<file path="src/rtl/ram_1r1w_rd_arbiter_if.sv">
// ram_1r1w_rd_arbiter_if
//   Bundles every handshake/bus signal around the shared 1R1W RAM arbiter:
//   two read requesters (rd0/rd1), two write requesters (wr0/wr1) and the
//   RAM's read and write ports.
//   Modports:
//     slave  - arbiter view: requester requests and RAM responses/readys are
//              inputs; requester readys/responses and RAM requests are outputs.
//     master - environment view (requesters + RAM), the mirror of slave.
//   width_p/addr_w_p must match the arbiter instance they connect to.
interface ram_1r1w_rd_arbiter_if #(
  parameter int width_p  = 32,
  parameter int addr_w_p = 4
);
  // read requesters
  logic                rd0_req_val, rd1_req_val;
  logic [addr_w_p-1:0] rd0_req_addr, rd1_req_addr;
  logic                rd0_req_rdy, rd1_req_rdy;
  logic                rd0_resp_val, rd1_resp_val;
  logic [width_p-1:0]  rd0_resp_data, rd1_resp_data;
  logic                rd0_resp_rdy, rd1_resp_rdy;
  // write requesters
  logic                wr0_req_val, wr1_req_val;
  logic [addr_w_p-1:0] wr0_req_addr, wr1_req_addr;
  logic [width_p-1:0]  wr0_req_data, wr1_req_data;
  logic                wr0_req_rdy, wr1_req_rdy;
  // RAM write port
  logic                ram_wr_req_val;
  logic [addr_w_p-1:0] ram_wr_req_addr;
  logic [width_p-1:0]  ram_wr_req_data;
  logic                ram_wr_req_rdy;
  // RAM read port
  logic                ram_rd_req_val;
  logic [addr_w_p-1:0] ram_rd_req_addr;
  logic                ram_rd_req_rdy;
  logic                ram_rd_resp_val;
  logic [width_p-1:0]  ram_rd_resp_data;
  logic                ram_rd_resp_rdy;

  modport slave (
    input  rd0_req_val, rd1_req_val, rd0_req_addr, rd1_req_addr,
    output rd0_req_rdy, rd1_req_rdy,
    output rd0_resp_val, rd1_resp_val, rd0_resp_data, rd1_resp_data,
    input  rd0_resp_rdy, rd1_resp_rdy,
    input  wr0_req_val, wr1_req_val, wr0_req_addr, wr1_req_addr,
    input  wr0_req_data, wr1_req_data,
    output wr0_req_rdy, wr1_req_rdy,
    output ram_wr_req_val, ram_wr_req_addr, ram_wr_req_data,
    input  ram_wr_req_rdy,
    output ram_rd_req_val, ram_rd_req_addr,
    input  ram_rd_req_rdy,
    input  ram_rd_resp_val, ram_rd_resp_data,
    output ram_rd_resp_rdy
  );

  modport master (
    output rd0_req_val, rd1_req_val, rd0_req_addr, rd1_req_addr,
    input  rd0_req_rdy, rd1_req_rdy,
    input  rd0_resp_val, rd1_resp_val, rd0_resp_data, rd1_resp_data,
    output rd0_resp_rdy, rd1_resp_rdy,
    output wr0_req_val, wr1_req_val, wr0_req_addr, wr1_req_addr,
    output wr0_req_data, wr1_req_data,
    input  wr0_req_rdy, wr1_req_rdy,
    input  ram_wr_req_val, ram_wr_req_addr, ram_wr_req_data,
    output ram_wr_req_rdy,
    input  ram_rd_req_val, ram_rd_req_addr,
    output ram_rd_req_rdy,
    output ram_rd_resp_val, ram_rd_resp_data,
    input  ram_rd_resp_rdy
  );
endinterface

</file>
<file path="src/rtl/ram_1r1w_rd_arbiter.sv">
// ram_1r1w_rd_arbiter
//   Shares one synchronous 1R1W RAM (1-cycle read latency, one read in
//   flight, response backpressure) between two read and two write requesters
//   on the shared payload buffer (requester 0 = TCP engine, 1 = app/DMA).
//   Reads: round-robin; an owner bit remembers who issued the in-flight read
//   and steers the response back to it. Writes: fixed priority, wr0 wins.
//   Ports:
//     clk, rst       - clock, synchronous active-high reset
//     bus (slave)    - all requester and RAM handshake signals
//   Optional (macro RAM_RD_ARB_STATS_EN):
//     rd0_grant_cnt, rd1_grant_cnt - read handshakes per requester (wrapping)
//     rd_stall_cnt                 - cycles with a read pending but RAM busy
module ram_1r1w_rd_arbiter #(
  parameter int width_p  = 32,
  parameter int els_p    = 16,
  parameter int addr_w_p = (els_p > 1) ? $clog2(els_p) : 1
) (
  input  logic clk,
  input  logic rst,
  ram_1r1w_rd_arbiter_if.slave bus
`ifdef RAM_RD_ARB_STATS_EN
  ,
  output logic [31:0] rd0_grant_cnt,
  output logic [31:0] rd1_grant_cnt,
  output logic [31:0] rd_stall_cnt
`endif
);

  localparam int NUM_RQ = 2;

  // ---------------- read side ----------------
  logic [NUM_RQ-1:0]               rd_val, rd_grant;
  logic [NUM_RQ-1:0][addr_w_p-1:0] rd_addr;
  logic                            rd_hs;
  logic                            prio_q, prio_d;
  logic                            owner_q, owner_d;

  assign rd_val  = {bus.rd1_req_val,  bus.rd0_req_val};
  assign rd_addr = {bus.rd1_req_addr, bus.rd0_req_addr};

  // Grant depends only on valids and prio, never on any ready, so requesters
  // see a stable grant while the RAM is backpressured.
  always_comb begin
    rd_grant    = '0;
    rd_grant[0] = rd_val[0] & (~rd_val[1] | ~prio_q);
    rd_grant[1] = rd_val[1] & (~rd_val[0] |  prio_q);
  end

  assign bus.ram_rd_req_val  = |rd_val;
  assign bus.ram_rd_req_addr = rd_addr[rd_grant[1]];
  assign rd_hs               = bus.ram_rd_req_val & bus.ram_rd_req_rdy;

  assign bus.rd0_req_rdy = rd_grant[0] & bus.ram_rd_req_rdy;
  assign bus.rd1_req_rdy = rd_grant[1] & bus.ram_rd_req_rdy;

  // The RAM drops ram_rd_req_rdy while a response is stalled, so owner
  // cannot move under an unconsumed response.
  always_comb begin
    prio_d  = prio_q;
    owner_d = owner_q;
    if (rd_hs) begin
      owner_d = rd_grant[1];
      prio_d  = ~rd_grant[1];
    end
  end

  always_ff @(posedge clk) begin
    if (rst) begin
      prio_q  <= 1'b0;
      owner_q <= 1'b0;
    end else begin
      prio_q  <= prio_d;
      owner_q <= owner_d;
    end
  end

  // Response data fans out unqualified; only the valid is steered.
  assign bus.rd0_resp_val    = bus.ram_rd_resp_val & ~owner_q;
  assign bus.rd1_resp_val    = bus.ram_rd_resp_val &  owner_q;
  assign bus.rd0_resp_data   = bus.ram_rd_resp_data;
  assign bus.rd1_resp_data   = bus.ram_rd_resp_data;
  assign bus.ram_rd_resp_rdy = owner_q ? bus.rd1_resp_rdy : bus.rd0_resp_rdy;

  // ---------------- write side ----------------
  logic [width_p-1:0]  wr_data_mux;
  logic [addr_w_p-1:0] wr_addr_mux;

  always_comb begin
    wr_addr_mux = bus.wr1_req_addr;
    wr_data_mux = bus.wr1_req_data;
    if (bus.wr0_req_val) begin
      wr_addr_mux = bus.wr0_req_addr;
      wr_data_mux = bus.wr0_req_data;
    end
  end

  assign bus.wr0_req_rdy     = bus.ram_wr_req_rdy;
  assign bus.wr1_req_rdy     = bus.ram_wr_req_rdy & ~bus.wr0_req_val;
  assign bus.ram_wr_req_val  = bus.wr0_req_val | bus.wr1_req_val;
  assign bus.ram_wr_req_addr = wr_addr_mux;
  assign bus.ram_wr_req_data = wr_data_mux;

`ifdef RAM_RD_ARB_STATS_EN
  // ---------------- statistics ----------------
  logic [31:0] gnt0_cnt_q, gnt0_cnt_d;
  logic [31:0] gnt1_cnt_q, gnt1_cnt_d;
  logic [31:0] stall_cnt_q, stall_cnt_d;

  always_comb begin
    gnt0_cnt_d  = gnt0_cnt_q;
    gnt1_cnt_d  = gnt1_cnt_q;
    stall_cnt_d = stall_cnt_q;
    if (rd_hs &  rd_grant[0]) gnt0_cnt_d = gnt0_cnt_q + 32'd1;
    if (rd_hs &  rd_grant[1]) gnt1_cnt_d = gnt1_cnt_q + 32'd1;
    if (bus.ram_rd_req_val & ~bus.ram_rd_req_rdy) stall_cnt_d = stall_cnt_q + 32'd1;
  end

  always_ff @(posedge clk) begin
    if (rst) begin
      gnt0_cnt_q  <= '0;
      gnt1_cnt_q  <= '0;
      stall_cnt_q <= '0;
    end else begin
      gnt0_cnt_q  <= gnt0_cnt_d;
      gnt1_cnt_q  <= gnt1_cnt_d;
      stall_cnt_q <= stall_cnt_d;
    end
  end

  assign rd0_grant_cnt = gnt0_cnt_q;
  assign rd1_grant_cnt = gnt1_cnt_q;
  assign rd_stall_cnt  = stall_cnt_q;
`endif

endmodule

</file>
<file path="src/flat_wrapper.sv">
// flat-port wrapper written by rule: the top's interface ports become plain ports
module ram_1r1w_rd_arbiter_flat 
#(
  parameter int width_p  = 32,
  parameter int els_p    = 16,
  parameter int addr_w_p = (els_p > 1) ? $clog2(els_p) : 1
)
  (clk, rst, bus_rd0_req_val, bus_rd1_req_val, bus_rd0_req_addr, bus_rd1_req_addr, bus_rd0_req_rdy, bus_rd1_req_rdy, bus_rd0_resp_val, bus_rd1_resp_val, bus_rd0_resp_data, bus_rd1_resp_data, bus_rd0_resp_rdy, bus_rd1_resp_rdy, bus_wr0_req_val, bus_wr1_req_val, bus_wr0_req_addr, bus_wr1_req_addr, bus_wr0_req_data, bus_wr1_req_data, bus_wr0_req_rdy, bus_wr1_req_rdy, bus_ram_wr_req_val, bus_ram_wr_req_addr, bus_ram_wr_req_data, bus_ram_wr_req_rdy, bus_ram_rd_req_val, bus_ram_rd_req_addr, bus_ram_rd_req_rdy, bus_ram_rd_resp_val, bus_ram_rd_resp_data, bus_ram_rd_resp_rdy);
  ram_1r1w_rd_arbiter_if #(.width_p(width_p), .addr_w_p(addr_w_p)) bus_i ();
  input  logic clk;
  input  logic rst;
  input wire logic [$bits(bus_i.rd0_req_val)-1:0] bus_rd0_req_val;
  input wire logic [$bits(bus_i.rd1_req_val)-1:0] bus_rd1_req_val;
  input wire logic [$bits(bus_i.rd0_req_addr)-1:0] bus_rd0_req_addr;
  input wire logic [$bits(bus_i.rd1_req_addr)-1:0] bus_rd1_req_addr;
  output wire logic [$bits(bus_i.rd0_req_rdy)-1:0] bus_rd0_req_rdy;
  output wire logic [$bits(bus_i.rd1_req_rdy)-1:0] bus_rd1_req_rdy;
  output wire logic [$bits(bus_i.rd0_resp_val)-1:0] bus_rd0_resp_val;
  output wire logic [$bits(bus_i.rd1_resp_val)-1:0] bus_rd1_resp_val;
  output wire logic [$bits(bus_i.rd0_resp_data)-1:0] bus_rd0_resp_data;
  output wire logic [$bits(bus_i.rd1_resp_data)-1:0] bus_rd1_resp_data;
  input wire logic [$bits(bus_i.rd0_resp_rdy)-1:0] bus_rd0_resp_rdy;
  input wire logic [$bits(bus_i.rd1_resp_rdy)-1:0] bus_rd1_resp_rdy;
  input wire logic [$bits(bus_i.wr0_req_val)-1:0] bus_wr0_req_val;
  input wire logic [$bits(bus_i.wr1_req_val)-1:0] bus_wr1_req_val;
  input wire logic [$bits(bus_i.wr0_req_addr)-1:0] bus_wr0_req_addr;
  input wire logic [$bits(bus_i.wr1_req_addr)-1:0] bus_wr1_req_addr;
  input wire logic [$bits(bus_i.wr0_req_data)-1:0] bus_wr0_req_data;
  input wire logic [$bits(bus_i.wr1_req_data)-1:0] bus_wr1_req_data;
  output wire logic [$bits(bus_i.wr0_req_rdy)-1:0] bus_wr0_req_rdy;
  output wire logic [$bits(bus_i.wr1_req_rdy)-1:0] bus_wr1_req_rdy;
  output wire logic [$bits(bus_i.ram_wr_req_val)-1:0] bus_ram_wr_req_val;
  output wire logic [$bits(bus_i.ram_wr_req_addr)-1:0] bus_ram_wr_req_addr;
  output wire logic [$bits(bus_i.ram_wr_req_data)-1:0] bus_ram_wr_req_data;
  input wire logic [$bits(bus_i.ram_wr_req_rdy)-1:0] bus_ram_wr_req_rdy;
  output wire logic [$bits(bus_i.ram_rd_req_val)-1:0] bus_ram_rd_req_val;
  output wire logic [$bits(bus_i.ram_rd_req_addr)-1:0] bus_ram_rd_req_addr;
  input wire logic [$bits(bus_i.ram_rd_req_rdy)-1:0] bus_ram_rd_req_rdy;
  input wire logic [$bits(bus_i.ram_rd_resp_val)-1:0] bus_ram_rd_resp_val;
  input wire logic [$bits(bus_i.ram_rd_resp_data)-1:0] bus_ram_rd_resp_data;
  output wire logic [$bits(bus_i.ram_rd_resp_rdy)-1:0] bus_ram_rd_resp_rdy;
  assign bus_i.rd0_req_val = bus_rd0_req_val;
  assign bus_i.rd1_req_val = bus_rd1_req_val;
  assign bus_i.rd0_req_addr = bus_rd0_req_addr;
  assign bus_i.rd1_req_addr = bus_rd1_req_addr;
  assign bus_rd0_req_rdy = bus_i.rd0_req_rdy;
  assign bus_rd1_req_rdy = bus_i.rd1_req_rdy;
  assign bus_rd0_resp_val = bus_i.rd0_resp_val;
  assign bus_rd1_resp_val = bus_i.rd1_resp_val;
  assign bus_rd0_resp_data = bus_i.rd0_resp_data;
  assign bus_rd1_resp_data = bus_i.rd1_resp_data;
  assign bus_i.rd0_resp_rdy = bus_rd0_resp_rdy;
  assign bus_i.rd1_resp_rdy = bus_rd1_resp_rdy;
  assign bus_i.wr0_req_val = bus_wr0_req_val;
  assign bus_i.wr1_req_val = bus_wr1_req_val;
  assign bus_i.wr0_req_addr = bus_wr0_req_addr;
  assign bus_i.wr1_req_addr = bus_wr1_req_addr;
  assign bus_i.wr0_req_data = bus_wr0_req_data;
  assign bus_i.wr1_req_data = bus_wr1_req_data;
  assign bus_wr0_req_rdy = bus_i.wr0_req_rdy;
  assign bus_wr1_req_rdy = bus_i.wr1_req_rdy;
  assign bus_ram_wr_req_val = bus_i.ram_wr_req_val;
  assign bus_ram_wr_req_addr = bus_i.ram_wr_req_addr;
  assign bus_ram_wr_req_data = bus_i.ram_wr_req_data;
  assign bus_i.ram_wr_req_rdy = bus_ram_wr_req_rdy;
  assign bus_ram_rd_req_val = bus_i.ram_rd_req_val;
  assign bus_ram_rd_req_addr = bus_i.ram_rd_req_addr;
  assign bus_i.ram_rd_req_rdy = bus_ram_rd_req_rdy;
  assign bus_i.ram_rd_resp_val = bus_ram_rd_resp_val;
  assign bus_i.ram_rd_resp_data = bus_ram_rd_resp_data;
  assign bus_ram_rd_resp_rdy = bus_i.ram_rd_resp_rdy;
  ram_1r1w_rd_arbiter #(.width_p(width_p), .els_p(els_p), .addr_w_p(addr_w_p)) u_core (.clk(clk), .rst(rst), .bus(bus_i));
endmodule
</file>
<file path="config.mk">
export PLATFORM = sky130hd
export DESIGN_NAME = ram_1r1w_rd_arbiter_flat
export DESIGN_NICKNAME = d
export VERILOG_FILES = /design/src/rtl/ram_1r1w_rd_arbiter_if.sv /design/src/rtl/ram_1r1w_rd_arbiter.sv /design/src/flat_wrapper.sv
export SDC_FILE = /design/constraint.sdc
export NUM_CORES = 1
export LEC_CHECK = 0
export CORE_AREA = 2 2 91 93
export DETAILED_ROUTE_END_ITERATION = 8
export DIE_AREA = 0 0 93 95
export HOLD_SLACK_MARGIN = 0.02
export PLACE_DENSITY = 0.67
export SYNTH_ARGS = -nofsm -noshare
export SYNTH_HDL_FRONTEND = slang
export SYNTH_SLANG_ARGS = --single-unit
</file>
<file path="constraint.sdc">
create_clock -name clk -period 4.1 [get_ports clk]
set_input_delay 1.23 -clock clk [delete_from_list [all_inputs] [get_ports clk]]
set_output_delay 1.23 -clock clk [all_outputs]
set_load 0.01 [all_outputs]
</file>
==> results of run 1 <==
==> metal layers <==
| metal | wire length [um] | global-route usage, % | vias up |
|---|---|---|---|
| met2 | 1960 | 14.3 | 94 |
| met4 | 51 | 2.82 | 0 |
| met3 | 719 | 4.55 | 17 |
| met5 | 0 | 0 | - |
| met1 | 1310 | 7.53 | 462 |
| li1 | - | - | 511 |
==> state kept, by name, summed over array words and instances (netlist names) <==
signal          cells
u_core.prio_q       1
u_core.owner_q      1
==> layout by cell type (no fill, tap or decap), drive strengths merged <==
cell type	count
clkdlybuf4s50	138
a21oi	2
nand2b	1
or2	2
buf	2
clkbuf	3
nand2	2
and3	1
diode	1
nor2b	2
mux2	41
and2	1
a311oi	1
nor2	1
dfxtp	2
a32oi	1
==> power breakdown <==
group	switching [W]	internal [W]
Combinational	0.0000665	0.000177
Sequential	0.00000118	0.0000209
Clock	0.0000161	0.0000622
Total	0.0000838	0.000261
==> per-stage QoR <==
step                cell area (sq um)  cells  util (%)  total power, W
floorplan                        1210    126         -        0.000173
global placement                 2220    302      28.0        0.000266
detailed placement               2220    302      28.0        0.000268
CTS                              2260    305      28.5        0.000348
global route                     2260    305      28.5        0.000364
finish                           2260    306      28.6        0.000344
==> worst min path at each step <==
stage                             start            end  depth (start not counted)
after CTS                 u_core.prio_q  u_core.prio_q                          1
final                     u_core.prio_q  u_core.prio_q                          1
after global routing      u_core.prio_q  u_core.prio_q                          1
after global placement    u_core.prio_q  u_core.prio_q                          1
after floorplan           u_core.prio_q  u_core.prio_q                          1
after detailed placement  u_core.prio_q  u_core.prio_q                          1
==> cell usage after synthesis (all sizes together) <==
cell / count / area (sq um)
or2: 2 / 12.5
and3: 1 / 7.51
mux2: 41 / 544
and2: 1 / 6.26
a32oi: 1 / 8.76
dfxtp: 2 / 40.0
nand2: 2 / 15.0
a311oi: 1 / 8.76
a21oi: 2 / 10.0
nor2b: 2 / 12.5
nor2: 1 / 3.75
nand2b: 1 / 13.8
buf: 69 / 527
==> cell families after synthesis <==
| family | share of synthesized area, % |
|---|---|
| multiplexers | 45.0 |
| AND/OR/NAND/NOR | 5.89 |
| AO/OA/AOI/OAI | 2.28 |
| flip-flops | 3.31 |
| buffers and inverters | 43.5 |
==> final cells by class <==
type | instances | area share, %
Timing Repair Buffer | 140 | 62.1
Multi-Input combinational cell | 55 | 28.4
Tap cell | 105 | 5.80
Clock buffer | 3 | 1.82
Sequential cell | 2 | 1.77
Antenna cell | 1 | 0.110
==> worst reg2reg max path: cells and delay by family, from the launching register on <==
family | cells | cell delay (ns)
AO/OA/AOI/OAI | 1 | 0.19
flip-flops | 1 | 0.32
AND/OR/NAND/NOR | 2 | 0.22
==> impl_metrics.json, run 1 <==
{
  "syn_to_final_growth_pct": 87.2,
  "drt-wirelength-per-cell_um": 13.2,
  "ant_nets": 0,
  "fin_ws_ns": 0.0976,
  "synth.distinct_cells": 17,
  "synth_warnings": 0,
  "cts_tree": "yes",
  "setup_viol": 0,
  "r2r_start": "u_core.prio_q",
  "drtIter0Drc": 9,
  "arrival_ns": 2.77,
  "track_usage_pct": 7.91,
  "die_area_sq_um": 8840,
  "avgSynthCellArea_sq_um": 9.60,
  "fin_crit_ns": 4.00,
  "cp_top_family": "buffers and inverters",
  "ir_drop_mv": 0.0858,
  "path_max_fanout": 4,
  "cp_num_buf_inv": 2,
  "cts_buffer_depth": 2,
  "r2r-end": "u_core.owner_q",
  "slew_violations": 0,
  "critPathLaunch": "bus_rd0_req_val",
  "max_stage_delay_ns": 0.56,
  "synth_cells": 126,
  "cp_num_cells": 5,
  "status": "finished clean",
  "relSlewSlack_pct": 83.7,
  "rrSetupSlack_ns": 3.26,
  "dieHeight_um": 95,
  "gp_congestion": 0.717,
  "first_pass_iters": 2,
  "cts_sinks": 2,
  "drv_cap": 0,
  "insertion_delay_ns": 0.21,
  "path_cells": "clkdlybuf4s50_1, nand2b_4, nand2_4, mux2_4, clkdlybuf4s50_1",
  "grt_pass1_wl_mm": 5.43,
  "fin_crit_sh_pct": 97.6,
  "cts_made_buffers": 3,
  "ys_seq_area_share_pct": 3.31,
  "regArea_sq_um": 40.0,
  "post-cts-setup-buffers": 0,
  "crit_slowest_cell": "clkdlybuf4s50_1",
  "antenna_found_initial": 1,
  "grt_max_degree": 30,
  "cts_max_level": 1,
  "critPathMostFrequentCell": "clkdlybuf4s50_1",
  "crit_required_ns": 2.87,
  "startpoint_type": "input port",
  "ctsResizeCount": 0,
  "clk_pin_slew_ns": 0.03,
  "ys_ff_latch": 2,
  "hold_viol": 0,
  "rows": 33,
  "clock.fmax_mhz": 250,
  "via_count": 1084,
  "worst_pin_slew_ns": 0.243,
  "synth_fp_nets": 249,
  "grt_pass1_vias": 1033,
  "gr-total-overflow": 0,
  "n_fill_cell": 843,
  "postCtsHoldBufs": 0,
  "die_w_um": 93,
  "viasPerCell": 3.54,
  "place_worst_setup_slack_ns": 0.0872,
  "rsz0062_at_grt": "false",
  "core_sq_um": 7930,
  "power.density_nw_per_um2": 152,
  "hold_path.class": "register to register",
  "fin_nets": 325,
  "root_buffer": "clkbuf_8",
  "worst_r2r_path_depth": 3,
  "multiInputGateArea_sq_um": 643,
  "crit_end": "bus_ram_rd_req_addr[2]",
  "wl_mm": 4.04,
  "io_buffers": 139,
  "hold_slack_ns": 0.513,
  "ioPinCount": 236,
  "final_layout_size_suffix_gt1_share_pct": 25.5,
  "crit_type": "input port to output port",
  "place_hpwl_mm": 3.58,
  "endpoint_kind": "output port",
  "start_util_pct": 15.3,
  "p_leak_nw": 0.888,
  "drc": 0,
  "syn_area_sq_um": 1210,
  "fin_setup_tns_ns": 0,
  "fin_skew_ns": 0.00168
}
Note: power is estimated with default switching activity, not from simulation.
==> run 2: changes to the inputs <==
--- a/config.mk
+++ b/config.mk
@@ -5,11 +5,11 @@
 export SDC_FILE = /design/constraint.sdc
 export NUM_CORES = 1
 export LEC_CHECK = 0
-export CORE_AREA = 2 2 91 93
+export CORE_AREA = 2 2 92 94
 export DETAILED_ROUTE_END_ITERATION = 8
-export DIE_AREA = 0 0 93 95
+export DIE_AREA = 0 0 94 96
+export DONT_BUFFER_PORTS = 1
 export HOLD_SLACK_MARGIN = 0.02
-export PLACE_DENSITY = 0.67
 export SYNTH_ARGS = -nofsm -noshare
 export SYNTH_HDL_FRONTEND = slang
 export SYNTH_SLANG_ARGS = --single-unit
==> run 2 against run 1 <==
Compared with the run above:
- routed wire length is 20% lower
- sequential power is essentially flat
- fmax grew 36%
- worst setup slack gained 1.1 ns
- die area rose by 2.1%
- sequential share of layout area up 2.9 points
- largest cell class is now multi-input combinational cells
- largest power group unchanged
==> impl_metrics.json, run 2 (synthesized netlist as in run 1, its figures left out) <==
{
  "rsz0062_at_grt": "false",
  "gr-total-overflow": 0,
  "worst_pin_slew_ns": 0.252,
  "final_common_cell": "mux2_4",
  "drt-wirelength-per-cell_um": 19.6,
  "setup_viol": 0,
  "clock.fmax_mhz": 340,
  "reg_top3": "u_core.owner_q: 1 flops, u_core.prio_q: 1 flops",
  "fin_skew_ns": 0.00232,
  "grt_pass1_wl_mm": 3.71,
  "clk_pin_slew_ns": 0.03,
  "postCtsHoldBufs": 0,
  "grt_pass1_vias": 637,
  "relSlewSlack_pct": 83.3,
  "drv_cap": 0,
  "path_max_fanout": 4,
  "first_pass_iters": 4,
  "track_usage_pct": 5.93,
  "status": "finished clean",
  "design_power_total_w": 0.000181,
  "critPathLaunch": "bus_rd0_req_val",
  "hold-path-endpoint": "u_core.prio_q",
  "post-cts-setup-buffers": 0,
  "start_util_pct": 15.0,
  "crit_required_ns": 2.87,
  "die_area_sq_um": 9020,
  "cts_sinks": 2,
  "mostFrequentLayoutCells": "22 x mux2_4, 19 x mux2_2, 3 x clkbuf_8",
  "dp_cells": 162,
  "hold_path.class": "register to register",
  "whs_path_depth": 1,
  "antenna_found_initial": 1,
  "fin_nets": 185,
  "ant_nets": 0,
  "rrSetupSlack_ns": 3.25,
  "hold_viol": 0,
  "ctsResizeCount": 0,
  "gp_congestion": 0.811,
  "io_buffers": 0,
  "grt_max_degree": 39,
  "drc": 0,
  "startpoint_type": "input port",
  "insertion_delay_ns": 0.21,
  "fin_setup_tns_ns": 0,
  "root_buffer": "clkbuf_8",
  "endpoint_kind": "output port",
  "via_count": 608,
  "die_w_um": 94,
  "slew_violations": 0,
  "arrival_ns": 1.71,
  "instances_no_fill": 165,
  "r2r-end": "u_core.owner_q",
  "drtIter0Drc": 5,
  "finish.utilization_pct": 10.6,
  "fin_crit_sh_pct": 71.7,
  "cts_tree": "yes",
  "ir_drop_mv": 0.125,
  "viasPerCell": 3.68,
  "rows": 33,
  "dieHeight_um": 96,
  "fin_crit_ns": 2.94,
  "cts_made_buffers": 3,
  "num_antenna_cells": 0,
  "final_layout_size_suffix_gt1_share_pct": 81.7,
  "r2r_start": "u_core.prio_q",
  "syn_to_final_growth_pct": -29.3,
  "wl_mm": 3.24,
  "ioPinCount": 236,
  "cts_buffer_depth": 2,
  "cts_max_level": 1,
  "crit_type": "input port to output port",
  "hold_path.startpoint": "u_core.prio_q",
  "core_sq_um": 8050,
  "worst_r2r_path_depth": 3,
  "p_leak_nw": 0.335,
  "power.density_nw_per_um2": 212,
  "n_fill_cell": 919
}
==> run 2: cell count changes in the layout (fill, tap and decap cells not counted) <==
cell / before / now
clkdlybuf4s50_1: 138 / 0
buf_12: 1 / 0
diode_2: 1 / 0
buf_2: 1 / 0
==> run 2: where the power goes <==
part	leakage (nW)	total [W]	switching, W	internal (W)
sequential	0.0165	0.0000223	0.00000142	0.0000209
combinational	0.297	0.0000800	0.0000341	0.0000459
clock	0.0216	0.0000787	0.0000165	0.0000622
==> run 2: cell type report <==
type | instances | area, sq um | share of cell area [%]
clock buffer | 3 | 41.3 | 4.82
tap | 105 | 131 | 15.4
sequential | 2 | 40.0 | 4.68
multi-input combinational | 55 | 643 | 75.1
==> run 2: worst max-delay path by stage <==
| stage | endpoint | slack, ns |
|---|---|---|
| after floorplan | bus_ram_wr_req_data[16] | 1.04 |
| after global placement | bus_ram_rd_req_addr[0] | 1.16 |
| after detailed placement | bus_ram_rd_req_addr[3] | 1.16 |
| after CTS | bus_ram_rd_req_addr[3] | 1.15 |
| after global routing | bus_ram_rd_req_addr[3] | 1.14 |
| final | bus_ram_rd_req_addr[3] | 1.16 |
==> run 2: stage by stage <==
step / hold WS [ns] / area (sq um) / worst slack (ns)
floorplan: 0.469 / 1210 / 1.04
global placement: 0.496 / 815 / 1.16
detailed placement: 0.516 / 815 / 1.16
CTS: 0.513 / 856 / 1.15
global route: 0.549 / 856 / 1.14
finish: 0.522 / 856 / 1.16
==> run 2: routing by layer <==
metal | up-vias | GRT usage, % | wire length [um]
met1 | 243 | 5.39 | 979
met4 | 2 | 3.99 | 128
li1 | 227 | - | -
met5 | - | 0 | 13
met3 | 24 | 2.35 | 487
met2 | 112 | 10.9 | 1630
==> run 2: critical path, cell delays in order <==
cell,delay (ns)
nand2b_4,0.05
nand2_4,0.10
mux2_4,0.33
==> run 3: changes to the inputs <==
==> constraint.sdc (replaced) <==
create_clock -name clk -period 2.61 [get_ports clk]
set_input_delay 0.783 -clock clk [delete_from_list [all_inputs] [get_ports clk]]
set_output_delay 0.783 -clock clk [all_outputs]
set_load 0.01 [all_outputs]
==> results of run 3 <==
The final DEF is identical to that of run 2. Status: finished clean.
Among the figures that moved: setup slack after placement 1.16 ns -> 0.560 ns; setup slack after layout 1.16 ns -> 0.562 ns; register-to-register setup slack 3.25 ns -> 1.76 ns; total power 0.000181 W -> 0.000284 W; worst IR drop on VDD 0.125 mV -> 0.197 mV
